==> src/rtl/write_stage.sv <==
// Commit stage: retires execute results to the register file and flags, and
// performs stores with a wait-state handshake plus address-register post-adjust.
module write_stage #(
    parameter int unsigned MAX_WAIT = 255
) (
    input  logic        clock,
    input  logic        reset,
    input  logic        in_valid,
    input  logic [31:0] in_pc,
    input  logic [4:0]  in_destination_register,
    input  logic        in_is_writing_memory,
    input  logic [3:0]  in_flags,
    input  logic [31:0] in_destination_value,
    input  logic [31:0] in_adjustment_value,
    input  logic        in_has_flushed,
    output logic        in_hold,
    input  logic [31:0] address_value,
    output logic        rf_write,
    output logic [4:0]  rf_index,
    output logic [31:0] rf_value,
    output logic        flags_write,
    output logic [3:0]  flags_value,
    output logic        mem_write,
    output logic [31:0] mem_address,
    output logic [31:0] mem_data,
    input  logic        mem_wait,
    output logic        retired,
    output logic [31:0] retired_pc,
    output logic        bus_error
);

    localparam int unsigned CW = ($clog2(MAX_WAIT + 1) > 8) ? $clog2(MAX_WAIT + 1) : 8;

    typedef enum logic [1:0] {
        S_IDLE,
        S_STORE,
        S_UPDATE
    } state_t;

    state_t        r_state;
    logic [CW-1:0] r_wait_cnt;
    logic [31:0]   r_adjust;
    logic [4:0]    r_index;
    logic [31:0]   r_pc;

    logic w_accept;
    logic w_timeout;
    logic w_do_update;

    assign in_hold     = (r_state != S_IDLE);
    assign w_accept    = (r_state == S_IDLE) && in_valid && !in_has_flushed;
    // MAX_WAIT wait cycles are tolerated; the next one still waiting aborts.
    assign w_timeout   = mem_wait && (r_wait_cnt == CW'(MAX_WAIT));
    assign w_do_update = (r_adjust != '0) && (r_index != '0);

    always_ff @(posedge clock) begin
        if (reset) begin
            r_state     <= S_IDLE;
            r_wait_cnt  <= '0;
            r_adjust    <= '0;
            r_index     <= '0;
            r_pc        <= '0;
            rf_write    <= 1'b0;
            rf_index    <= '0;
            rf_value    <= '0;
            flags_write <= 1'b0;
            flags_value <= '0;
            mem_write   <= 1'b0;
            mem_address <= '0;
            mem_data    <= '0;
            retired     <= 1'b0;
            retired_pc  <= '0;
            bus_error   <= 1'b0;
        end else begin
            rf_write    <= 1'b0;
            flags_write <= 1'b0;
            retired     <= 1'b0;
            bus_error   <= 1'b0;
            case (r_state)
                S_IDLE: begin
                    if (w_accept) begin
                        if (in_is_writing_memory) begin
                            mem_write   <= 1'b1;
                            mem_address <= address_value;
                            mem_data    <= in_destination_value;
                            r_adjust    <= in_adjustment_value;
                            r_index     <= in_destination_register;
                            r_pc        <= in_pc;
                            r_wait_cnt  <= '0;
                            r_state     <= S_STORE;
                        end else begin
                            // Flags port order is {negative, carry, overflow, zero}.
                            flags_write <= 1'b1;
                            flags_value <= {in_flags[2], in_flags[3], in_flags[1], in_flags[0]};
                            rf_write    <= (in_destination_register != '0);
                            rf_index    <= in_destination_register;
                            rf_value    <= in_destination_value;
                            retired     <= 1'b1;
                            retired_pc  <= in_pc;
                        end
                    end
                end
                S_STORE: begin
                    if (!mem_wait) begin
                        mem_write  <= 1'b0;
                        retired    <= 1'b1;
                        retired_pc <= r_pc;
                        if (w_do_update) begin
                            rf_write <= 1'b1;
                            rf_index <= r_index;
                            rf_value <= mem_address + r_adjust;
                            r_state  <= S_UPDATE;
                        end else begin
                            r_state <= S_IDLE;
                        end
                    end else if (w_timeout) begin
                        mem_write <= 1'b0;
                        bus_error <= 1'b1;
                        r_state   <= S_IDLE;
                    end else begin
                        r_wait_cnt <= r_wait_cnt + 1'b1;
                    end
                end
                S_UPDATE: begin
                    r_state <= S_IDLE;
                end
                default: begin
                    r_state <= S_IDLE;
                end
            endcase
        end
    end

endmodule

==> config.mk <==
export PLATFORM = sky130hd
export DESIGN_NAME = write_stage
export DESIGN_NICKNAME = d
export VERILOG_FILES = /design/src/rtl/write_stage.sv
export SDC_FILE = /design/constraint.sdc
export NUM_CORES = 1
export LEC_CHECK = 0
export CORE_UTILIZATION = 53
export CTS_BUF_LIST = sky130_fd_sc_hd__clkbuf_8
export DETAILED_ROUTE_END_ITERATION = 16
export GPL_ROUTABILITY_DRIVEN = 0
export PLACE_DENSITY = 0.88
export SYNTH_ARGS = -nofsm -noshare
export SYNTH_HDL_FRONTEND = slang
export SYNTH_SLANG_ARGS = --single-unit
==> constraint.sdc <==
create_clock -name clock -period 6.8 [get_ports clock]
set_input_delay 0.68 -clock clock [delete_from_list [all_inputs] [get_ports clock]]
set_output_delay 0.68 -clock clock [all_outputs]
set_load 0.03 [all_outputs]
## Yosys cells after proc, flatten, opt, wreduce, memory -nomap -nowiden

Cells that the tools add are included.

- Add/sub/neg operators: 2
- Equal/unequal tests: 10
- Mux-type cells: 40
- Bitwise logic cells: 4
- Reduce and logical (&&, ||, !) cells: 20

Operators by type and width:

| operator | number |
|---|---|
| 32-bit two-way mux | 7 |
| 32-bit case mux with 2 select lines | 2 |
| 32-bit adder | 1 |
| 8-bit two-way mux | 4 |
| 32-bit nonzero test | 1 |
| 5-bit two-way mux | 4 |
| 8-bit case mux with 2 select lines | 1 |
| 2-bit inequality test (second input constant) | 7 |
| 1-bit two-way mux | 12 |
| 2-bit two-way mux | 5 |
| 5-bit case mux with 2 select lines | 1 |
| 5-bit AND reduction | 2 |
| 5-bit nonzero test | 2 |
| 3-bit AND reduction | 3 |
| 8-bit by 1-bit adder with 8-bit output (second input constant) | 1 |
| 8-bit == test (second input constant) | 1 |
| 4-bit AND reduction | 2 |
| 1-bit case mux with 2 select lines | 3 |
| 1-bit logical AND | 4 |
| 1-bit inverter | 4 |
| 2-bit case mux with 2 select lines | 1 |
| 2-bit nonzero test | 2 |
| 3-bit inequality test (second input constant) | 1 |
| 3-bit OR reduction | 1 |
| 4 further kinds | 4 |

- Flip-flop bits (word level): 221
- Bits of input ports: 143
- Output and inout bits: 143
- Logic and storage cells: 92

## Logic depth before layout (Yosys ltp)

Gate-level depths: netlist of the first run.

- Word-level depth: 5
- Mapped depth: 10
- Depth with buffers taken out: 10

## Worst setup path before layout of the first run

Ideal clock, no wire load.

- Path kind: register to register
- From: register mem_address[0]
- To: register rf_value[28]
- Arrival time: 3.004 ns
- Required time: 6.684 ns
- Slack: 3.680 ns
- Cell stages (with the launch flop): 11
- Buffers on the path: 0
- Period minus slack after synthesis: 3.120 ns
- Path through: dfxtp_1 ha_1 fa_1 a211oi_2 o21ai_1 a21oi_2 o21ai_2 a2111o_1 and3_1 or4_1 a31o_1

- Word-level cells in the longest chain between the ends: 4

Ends and longest elaborated chain:

| item | RTL line | RTL |
|---|---|---|
| start, declared | 24 | `output logic [31:0] mem_address,` |
| start signal, assigned | 84 | `mem_address <= address_value;` |
| 32-bit adder | 111 | `rf_value <= mem_address + r_adjust;` |
| 32-bit two-way mux | 108 | `if (w_do_update) begin` |
| 32-bit two-way mux | 104 | `if (!mem_wait) begin` |
| 32-bit case mux with 2 select lines | 79 | `case (r_state)` |
| end signal, assigned | 97 | `rf_value <= in_destination_value;` |
| end signal, assigned | 111 |  |
| end, declared | 20 | `output logic [31:0] rf_value,` |

No other way between the ends. The select of a mux whose other input is x is not followed.
A chain may end at the register's enable or synchronous reset.

## Final worst setup path of the first run

Same ends and word-level chain as after synthesis.

==> results of run 1 <==
per-layer routing:
metal  up-vias  GRT usage
met1      4718      0.379
met4         0      0.111
met5         -          0
met3        57     0.0582
li1       4991          -
met2       402      0.495
path summary, 6_finish.rpt:
| check | cells after the start | endpoint | startpoint |
|---|---|---|---|
| max | 10 | rf_value[28] | mem_address[0] |
| min | 2 | r_pc[31] | r_pc[31] |
| max reg2reg | 10 | rf_value[28] | mem_address[0] |
| min reg2reg | 2 | r_pc[31] | r_pc[31] |
power breakdown:
part	switching, W	internal, W
clock	0.000521	0.000683
sequential	0.0000357	0.00135
combinational	0.000272	0.000211
metrics by stage:
step / setup slack (ns) / instances / instance area, µm² / hold WS [ns]
floorplan: 3.68 / 1308 / 9990 / 0.437
global placement: 3.42 / 1733 / 12900 / 0.441
detailed placement: 3.35 / 1733 / 12900 / 0.447
CTS: 3.53 / 1794 / 13600 / 0.455
global route: 3.39 / 1794 / 13600 / 0.467
finish: 3.50 / 1795 / 13600 / 0.453
sequential cells by signal, indices dropped and copies added, names as in the netlist:
| name | count |
|---|---|
| retired | 1 |
| flags_value | 4 |
| rf_write | 1 |
| mem_address | 32 |
| bus_error | 1 |
| rf_value | 32 |
| r_index | 5 |
| flags_write | 1 |
| r_state | 2 |
| r_wait_cnt | 8 |
| mem_write | 1 |
| rf_index | 5 |
| r_adjust | 32 |
| retired_pc | 32 |
| r_pc | 32 |
| mem_data | 32 |
worst register-to-register path, stage by stage (launching register included):
cell	delay, ns
dfxtp_1	0.33
ha_1	0.24
fa_1	0.45
a211oi_2	0.29
o21ai_1	0.13
a21oi_2	0.24
o21ai_2	0.11
a2111o_1	0.48
and3_1	0.19
or4_1	0.52
a31o_1	0.22
synthesized netlist by cell type (7+ instances only):
cell        n
a31oi_1     7
a311oi_1   57
buf_1       7
a21o_1     11
mux2i_1     9
nand2_1   413
o21ai_0    23
nor2_1     94
nor3_1     17
xor2_1     11
a21oi_1   172
dfxtp_1   221
clkbuf_1   87
xnor2_1    13
nand3_1    16
ha_1       32
nand4_1    11
nor4_1      9
inv_1      10
kinds of logic (layout without fill, tap and decap cells):
kind of cell | Yosys count | after routing | synth area share
AOI/OAI and AO/OA | 321 | 321 | 0.202
other | 0 | 1 | 0
and+or+nand+nor | 595 | 595 | 0.243
xor gates and xnor gates | 24 | 24 | 0.0210
DFF | 221 | 221 | 0.443
adders and majority gates | 33 | 33 | 0.0421
muxes | 9 | 9 | 0.00902
buffers and inverters | 105 | 362 | 0.0396
layout make-up:
| cell class | count | area, µm² | share of cell area |
|---|---|---|---|
| Sequential cell | 221 | 4420 | 0.325 |
| Clock buffer | 46 | 633 | 0.0465 |
| Multi-Input combinational cell | 982 | 5220 | 0.383 |
| Clock inverter | 15 | 121 | 0.00891 |
| Tap cell | 229 | 287 | 0.0210 |
| Inverter | 10 | 37.5 | 0.00276 |
| Antenna cell | 1 | 2.50 | 0.000184 |
| Timing Repair Buffer | 291 | 2900 | 0.213 |
==> impl_metrics.py, run 1 <==
metrics = {
    "grt": {
        "grt_max_degree": 136,
        "grt.total_usage": 0.297,
        "antenna_found_initial": 1,
        "grt_pass1_vias": 9299,
        "grt_pass1_wl_um": 47000,
        "grt_overflow": 0,
    },
    "synth": {
        "yosysWarnings": 0,
        "syn_area_um2": 9990,
        "synthCells": 1308,
        "synth_top_area_cell": "dfxtp_1",
        "synthFlopType": "dfxtp_1",
        "synth.top_cell.area_share": 0.443,
        "yosys.cell_types.count": 59,
        "synth.area.top_cells": "dfxtp_1 (44%), nand2_1 (16%), a21oi_1 (8.6%)",
        "syn_nets": 1484,
        "synth_edf_count": 0,
        "avgSynthCellArea_um2": 7.64,
        "async_reset_ff_frac": 0,
        "ys_ff_latch": 221,
        "yosysSeqAreaShare": 0.443,
    },
    "setup_path": {
        "ff2ff_setup_slack_ns": 3.50,
        "path_delay_family": "compound AO/OA/AOI/OAI gates",
        "critPathLaunchType": "register",
        "critPathMaxFanout": 4,
        "path_cells": "ha_1 > fa_1 > a211oi_2 > o21ai_1 > a21oi_2 > o21ai_2 > a2111o_1 > and3_1 > or4_1 > a31o_1",
        "crit_buf_inv": 0,
        "cp_slowest_cell": "or4_1",
        "cp.arrival_ns": 3.71,
        "endpoint_kind": "register",
        "cpPeakStageDelay_ns": 0.52,
        "cp.required_ns": 7.21,
        "path_class": "register to register",
    },
    "clock_tree": {
        "htreeDepth": 2,
        "cts_hold_buf": 0,
        "cts_inserted_buffers": 36,
        "tritoncts": "done",
        "post_cts_buffers": 0,
        "cts_buffer_depth": 3,
        "cts_resized": 0,
        "path_clk_slew_ns": 0.06,
        "cts_root_buf": "clkbuf_8",
        "insertion_delay_ns": 0.52,
        "clock_sinks": 221,
    },
    "routing": {
        "ant_nets": 0,
        "first_pass_iters": 5,
        "met2WireLength_um": 14100,
        "drt_iter0_drc": 723,
        "vias": 10168,
        "vias_per_cell": 5.66,
        "highest_layer": "met4",
        "wl_um": 29700,
        "drc": 0,
        "wl_per_cell_um": 16.5,
        "wl_met3_um": 2210,
        "met1_length_um": 12700,
    },
    "die": {
        "die_width_um": 139,
        "die-area_um2": 19400,
        "start_util": 0.549,
        "die_h_um": 139,
        "core_area_um2": 18200,
        "std_cell_rows": 49,
        "pin_count": 286,
    },
    "sta": {
        "rsz0062_at_grt": "false",
        "finalCritPeriodShare": 0.486,
        "max_slew_margin": 0.240,
        "hold_viol_final": 0,
        "fmax_ghz": 0.303,
        "post-route-min-period_ns": 3.30,
        "slew_viol_final": 0,
        "finalClockSkew_ns": 0.0135,
        "tightest_slew_ns": 1.13,
        "fin_tns_setup_ns": 0,
        "finalSetupViolCount": 0,
    },
    "pwr": {
        "irDropWorstVdd_mv": 0.126,
        "power.leakage_nw": 5.10,
        "power.total_w": 0.00308,
        "power_density_nw_per_um2": 226,
    },
    "finish": {
        "fin_util": 0.748,
        "drive_gt1_frac": 0.0473,
        "layout_commonest_cell": "nand2_1",
        "final_cell_mix": "nand2_1 (412), clkdlybuf4s50_1 (284), dfxtp_1 (221)",
        "n_fill_cell": 1409,
        "syn_to_final_growth_pct": 36.3,
        "fin_nets": 1718,
    },
    "min_path": {
        "min-delay-path-class": "register to register",
    },
    "place": {
        "port_buffers": 285,
        "hpwl_um": 20600,
    },
    "job": {
        "maxCapViolCount": 0,
    },
    "run_status": {
        "status": "finished clean",
    },
}
Note: power is estimated with default switching activity, not from simulation.
==> run 2: changes to the inputs <==
CORE_UTILIZATION = 50   (was 53)
PLACE_DENSITY = 0.83   (was 0.88)
clock period = 3.4 ns   (was 6.8 ns; I/O delays follow)
==> impl_metrics.py, run 2 (synthesis results as in run 1) <==
metrics = {
    "run_status": {
        "status": "finished clean",
    },
    "grt": {
        "grt_pass1_vias": 9105,
        "antenna_found_initial": 0,
        "grt_overflow": 0,
        "grt_pass1_wl_um": 47200,
        "grt.total_usage": 0.292,
        "grt_max_degree": 130,
    },
    "clock_tree": {
        "cts_buffer_depth": 3,
        "tritoncts": "done",
        "cts_hold_buf": 0,
        "insertion_delay_ns": 0.54,
        "htreeDepth": 2,
        "cts_inserted_buffers": 38,
        "cts_resized": 0,
        "post_cts_buffers": 0,
        "cts_root_buf": "clkbuf_8",
        "clock_sinks": 221,
        "path_clk_slew_ns": 0.06,
    },
    "place": {
        "hpwl_um": 21700,
        "port_buffers": 285,
        "place_ws_ns": 0.238,
    },
    "routing": {
        "first_pass_iters": 8,
        "wl_per_cell_um": 16.8,
        "vias": 10148,
        "drc": 0,
        "wl_um": 30900,
        "drt_iter0_drc": 580,
        "vias_per_cell": 5.52,
        "ant_nets": 0,
    },
    "setup_path": {
        "critPathCapture": "rf_value[28]",
        "path_cells": "ha_1 > fa_1 > a211oi_2 > o21ai_1 > a21oi_2 > o21ai_2 > a2111o_1 > and3_1 > or4_1 > a31o_1",
        "crit_path_start": "mem_address[0]",
        "path_delay_family": "compound AO/OA/AOI/OAI gates",
        "path_class": "register to register",
        "ff2ff_setup_slack_ns": 0.22,
        "critPathMaxFanout": 4,
        "critPathLaunchType": "register",
        "cpPeakStageDelay_ns": 0.50,
        "cp_slowest_cell": "or4_1",
        "rr_startpoint": "mem_address[0]",
        "crit_buf_inv": 0,
        "endpoint_kind": "register",
        "cp.required_ns": 3.84,
        "cp_num_cells": 10,
        "r2r_end": "rf_value[28]",
        "cp.arrival_ns": 3.62,
        "worstRegToRegCells": 10,
    },
    "finish": {
        "layout_commonest_cell": "nand2_1",
        "drive_gt1_frac": 0.0483,
        "final_cell_mix": "nand2_1 (412), clkdlybuf4s50_1 (284), dfxtp_1 (221)",
        "syn_to_final_growth_pct": 37.5,
        "antenna-diode-count": 0,
        "fin_nets": 1727,
    },
    "pwr": {
        "power_density_nw_per_um2": 443,
        "irDropWorstVdd_mv": 0.255,
        "power.leakage_nw": 5.16,
    },
    "die": {
        "start_util": 0.512,
        "die-area_um2": 20600,
        "pin_count": 286,
        "std_cell_rows": 51,
        "core_area_um2": 19500,
        "die_h_um": 143,
        "die_width_um": 143,
    },
    "min_path": {
        "min-delay-path-class": "primary input to register",
    },
    "sta": {
        "finalSetupViolCount": 0,
        "max_slew_margin": 0.524,
        "rsz0062_at_grt": "false",
        "finalCritPeriodShare": 0.936,
        "fin_ws_ns": 0.216,
        "slew_viol_final": 0,
        "hold_viol_final": 0,
        "fin_tns_setup_ns": 0,
        "finalClockSkew_ns": 0.0307,
        "post-route-min-period_ns": 3.18,
        "fmax_ghz": 0.314,
        "tightest_slew_ns": 0.714,
    },
    "job": {
        "maxCapViolCount": 0,
    },
}
## run 2: cell types whose count changed in the layout (fill, tap and decap cells not counted), sizes merged
cell    previous run  this run
buf                7        14
inv               19        26
clkinv             3         0
bufinv             2         1
diode              1         0
## run 2: where the power goes
group	total [W]	internal, W	switching (W)	leakage, nW
Clock	0.00233	0.00129	0.00104	0.430
Sequential	0.00277	0.00270	0.0000675	1.80
Combinational	0.000989	0.000431	0.000558	2.93
## run 2: cell type report
class	instances	area [µm²]
multi-input combinational	982	5210
tap	265	332
sequential	221	4420
fill	1591	5790
clock inverter	18	97.6
inverter	10	37.5
clock buffer	46	633
timing repair buffer	298	3000
## run 2: stage by stage
step | hold slack, ns | utilization | instance area [µm²] | total power, W | instances
floorplan | 0.419 | - | 9990 | 0.00333 | 1308
global placement | 0.441 | 0.666 | 13000 | 0.00379 | 1776
detailed placement | 0.447 | 0.666 | 13000 | 0.00381 | 1776
CTS | 0.170 | 0.704 | 13700 | 0.00612 | 1840
global route | 0.203 | 0.704 | 13700 | 0.00633 | 1840
finish | 0.182 | 0.704 | 13700 | 0.00609 | 1840
## run 2: worst min-delay path by stage
stage,startpoint,to,slack [ns],depth (start not counted)
finish,reset,mem_data[20],0.18,2
global route,reset,mem_data[20],0.20,2
CTS,reset,flags_value[1],0.17,2
detailed placement,r_pc[15],r_pc[15],0.45,2
global placement,mem_data[6],mem_data[6],0.44,2
floorplan,in_is_writing_memory,flags_write,0.42,1
## run 2: layer usage
layer | global-route usage | share of wire
met5 | 0 | 0
met4 | 0.116 | 0.033
met3 | 0.0770 | 0.090
met2 | 0.461 | 0.46
met1 | 0.379 | 0.42
==> run 3: changes to the inputs <==
CAP_MARGIN = 20   (was not set)
CELL_PAD_IN_SITES_DETAIL_PLACEMENT = 1   (was not set)
CELL_PAD_IN_SITES_GLOBAL_PLACEMENT = 2   (was not set)
CORE_UTILIZATION = 27   (was 50)
PLACE_DENSITY = not set   (was 0.83)
PLACE_DENSITY_LB_ADDON = 0.1   (was not set)
==> impl_metrics.py, run 3 (synthesis results as in run 1) <==
metrics = {
    "sta": {
        "post-route-min-period_ns": 3.21,
        "finalSetupViolCount": 0,
        "tightest_slew_ns": 0.698,
        "finalCritPeriodShare": 0.945,
        "fmax_ghz": 0.311,
        "max_slew_margin": 0.523,
        "finalClockSkew_ns": 0.0246,
        "hold_viol_final": 0,
        "fin_tns_setup_ns": 0,
        "slew_viol_final": 0,
        "rsz0062_at_grt": "false",
    },
    "setup_path": {
        "critPathMaxFanout": 4,
        "cp.arrival_ns": 3.69,
        "critPathLaunchType": "register",
        "path_class": "register to register",
        "endpoint_kind": "register",
        "cp.required_ns": 3.87,
        "ff2ff_setup_slack_ns": 0.19,
    },
    "die": {
        "std_cell_rows": 70,
        "pin_count": 286,
        "core_area_um2": 36500,
        "die_h_um": 194,
        "start_util": 0.274,
        "die-area_um2": 37800,
        "die_width_um": 194,
    },
    "grt": {
        "antenna_found_initial": 1,
        "grt_pass1_wl_um": 58800,
        "met2_usage": 0.313,
        "met1_usage": 0.266,
        "grt_overflow": 0,
        "grt_max_degree": 143,
        "grt.total_usage": 0.199,
        "use_met3": 0.0470,
        "top_usage_layer": "met2",
        "grt_pass1_vias": 10194,
    },
    "clock_tree": {
        "cts_hold_buf": 0,
        "post_cts_buffers": 0,
        "tritoncts": "done",
        "cts_resized": 0,
        "cts_inserted_buffers": 44,
        "clock_sinks": 221,
        "htreeDepth": 2,
        "path_clk_slew_ns": 0.06,
        "cts_root_buf": "clkbuf_8",
        "cts_buffer_depth": 3,
        "insertion_delay_ns": 0.60,
    },
    "routing": {
        "drc": 0,
        "vias_per_cell": 4.87,
        "first_pass_iters": 5,
        "wl_um": 37600,
        "wl_per_cell_um": 18.4,
        "drt_iter0_drc": 414,
        "ant_nets": 0,
        "vias": 9980,
    },
    "pwr": {
        "irDropWorstVdd_mv": 0.206,
        "power.leakage_nw": 5.21,
        "power_density_nw_per_um2": 457,
    },
    "finish": {
        "layout_commonest_cell": "nand2_1",
        "design_area_um2": 14100,
        "syn_to_final_growth_pct": 41.3,
        "drive_gt1_frac": 0.0525,
        "final_cell_mix": "nand2_1 (412), clkdlybuf4s50_1 (284), dfxtp_1 (221)",
        "fin_nets": 1730,
        "n_fill_cell": 4386,
    },
    "place": {
        "hpwl_um": 25800,
        "port_buffers": 285,
        "post_dp_cell_area_um2": 13300,
    },
    "run_status": {
        "status": "finished clean",
    },
    "min_path": {
        "min-delay-path-class": "primary input to register",
    },
    "job": {
        "maxCapViolCount": 0,
    },
}
run 3: changes by cell type in the layout (fill, tap and decap cells not counted):
cell	change
diode_2	+1
nand2b_4	+1
inv_6	+1
nand2b_2	-1
clkbuf_8	+8
buf_6	-1
inv_1	-1
clkinv_2	+2
buf_4	-5
buf_12	+2
run 3: worst paths after layout:
path,from,cells past startpoint,end
max,mem_address[0],10,rf_value[28]
min,in_adjustment_value[14],3,r_adjust[14]
max reg2reg,mem_address[0],10,rf_value[28]
min reg2reg,mem_data[23],2,mem_data[23]
run 3: final cells by class:
type	count	area (µm²)	area share
Sequential cell	221	4420	0.313
Antenna cell	1	2.50	0.000177
Inverter	10	37.5	0.00266
Clock buffer	53	729	0.0517
Clock inverter	20	113	0.00798
Timing Repair Buffer	295	3010	0.213
Multi-Input combinational cell	982	5220	0.370
Tap cell	468	586	0.0415
run 3: stage by stage:
stage,setup slack (ns),power [W],utilization,cells,hold slack [ns]
finish,0.186,0.00645,0.387,2050,0.295
global route,0.0302,0.00678,0.386,2049,0.274
CTS,0.159,0.00660,0.386,2049,0.235
detailed placement,0.191,0.00385,0.363,1976,0.447
global placement,0.227,0.00384,0.363,1976,0.442
floorplan,0.280,0.00333,-,1308,0.419
run 3: critical path, cell delays in order (launching register included):
cell      delay [ns]
dfxtp_1         0.32
ha_1            0.23
fa_1            0.44
a211oi_2        0.27
o21ai_1         0.13
a21oi_2         0.23
o21ai_2         0.11
a2111o_1        0.47
and3_1          0.17
or4_1           0.51
a31o_1          0.21
run 3: layer usage:
layer  wire (µm)  part of all wire
met1       18200              0.48
met2       16400              0.44
met3        2180             0.058
met4         840             0.022
met5           0                 0
run 3: where the power goes:
part	internal, W	total (W)	switching [W]
sequential	0.00271	0.00277	0.0000687
combinational	0.000432	0.00101	0.000579
clock	0.00147	0.00266	0.00119
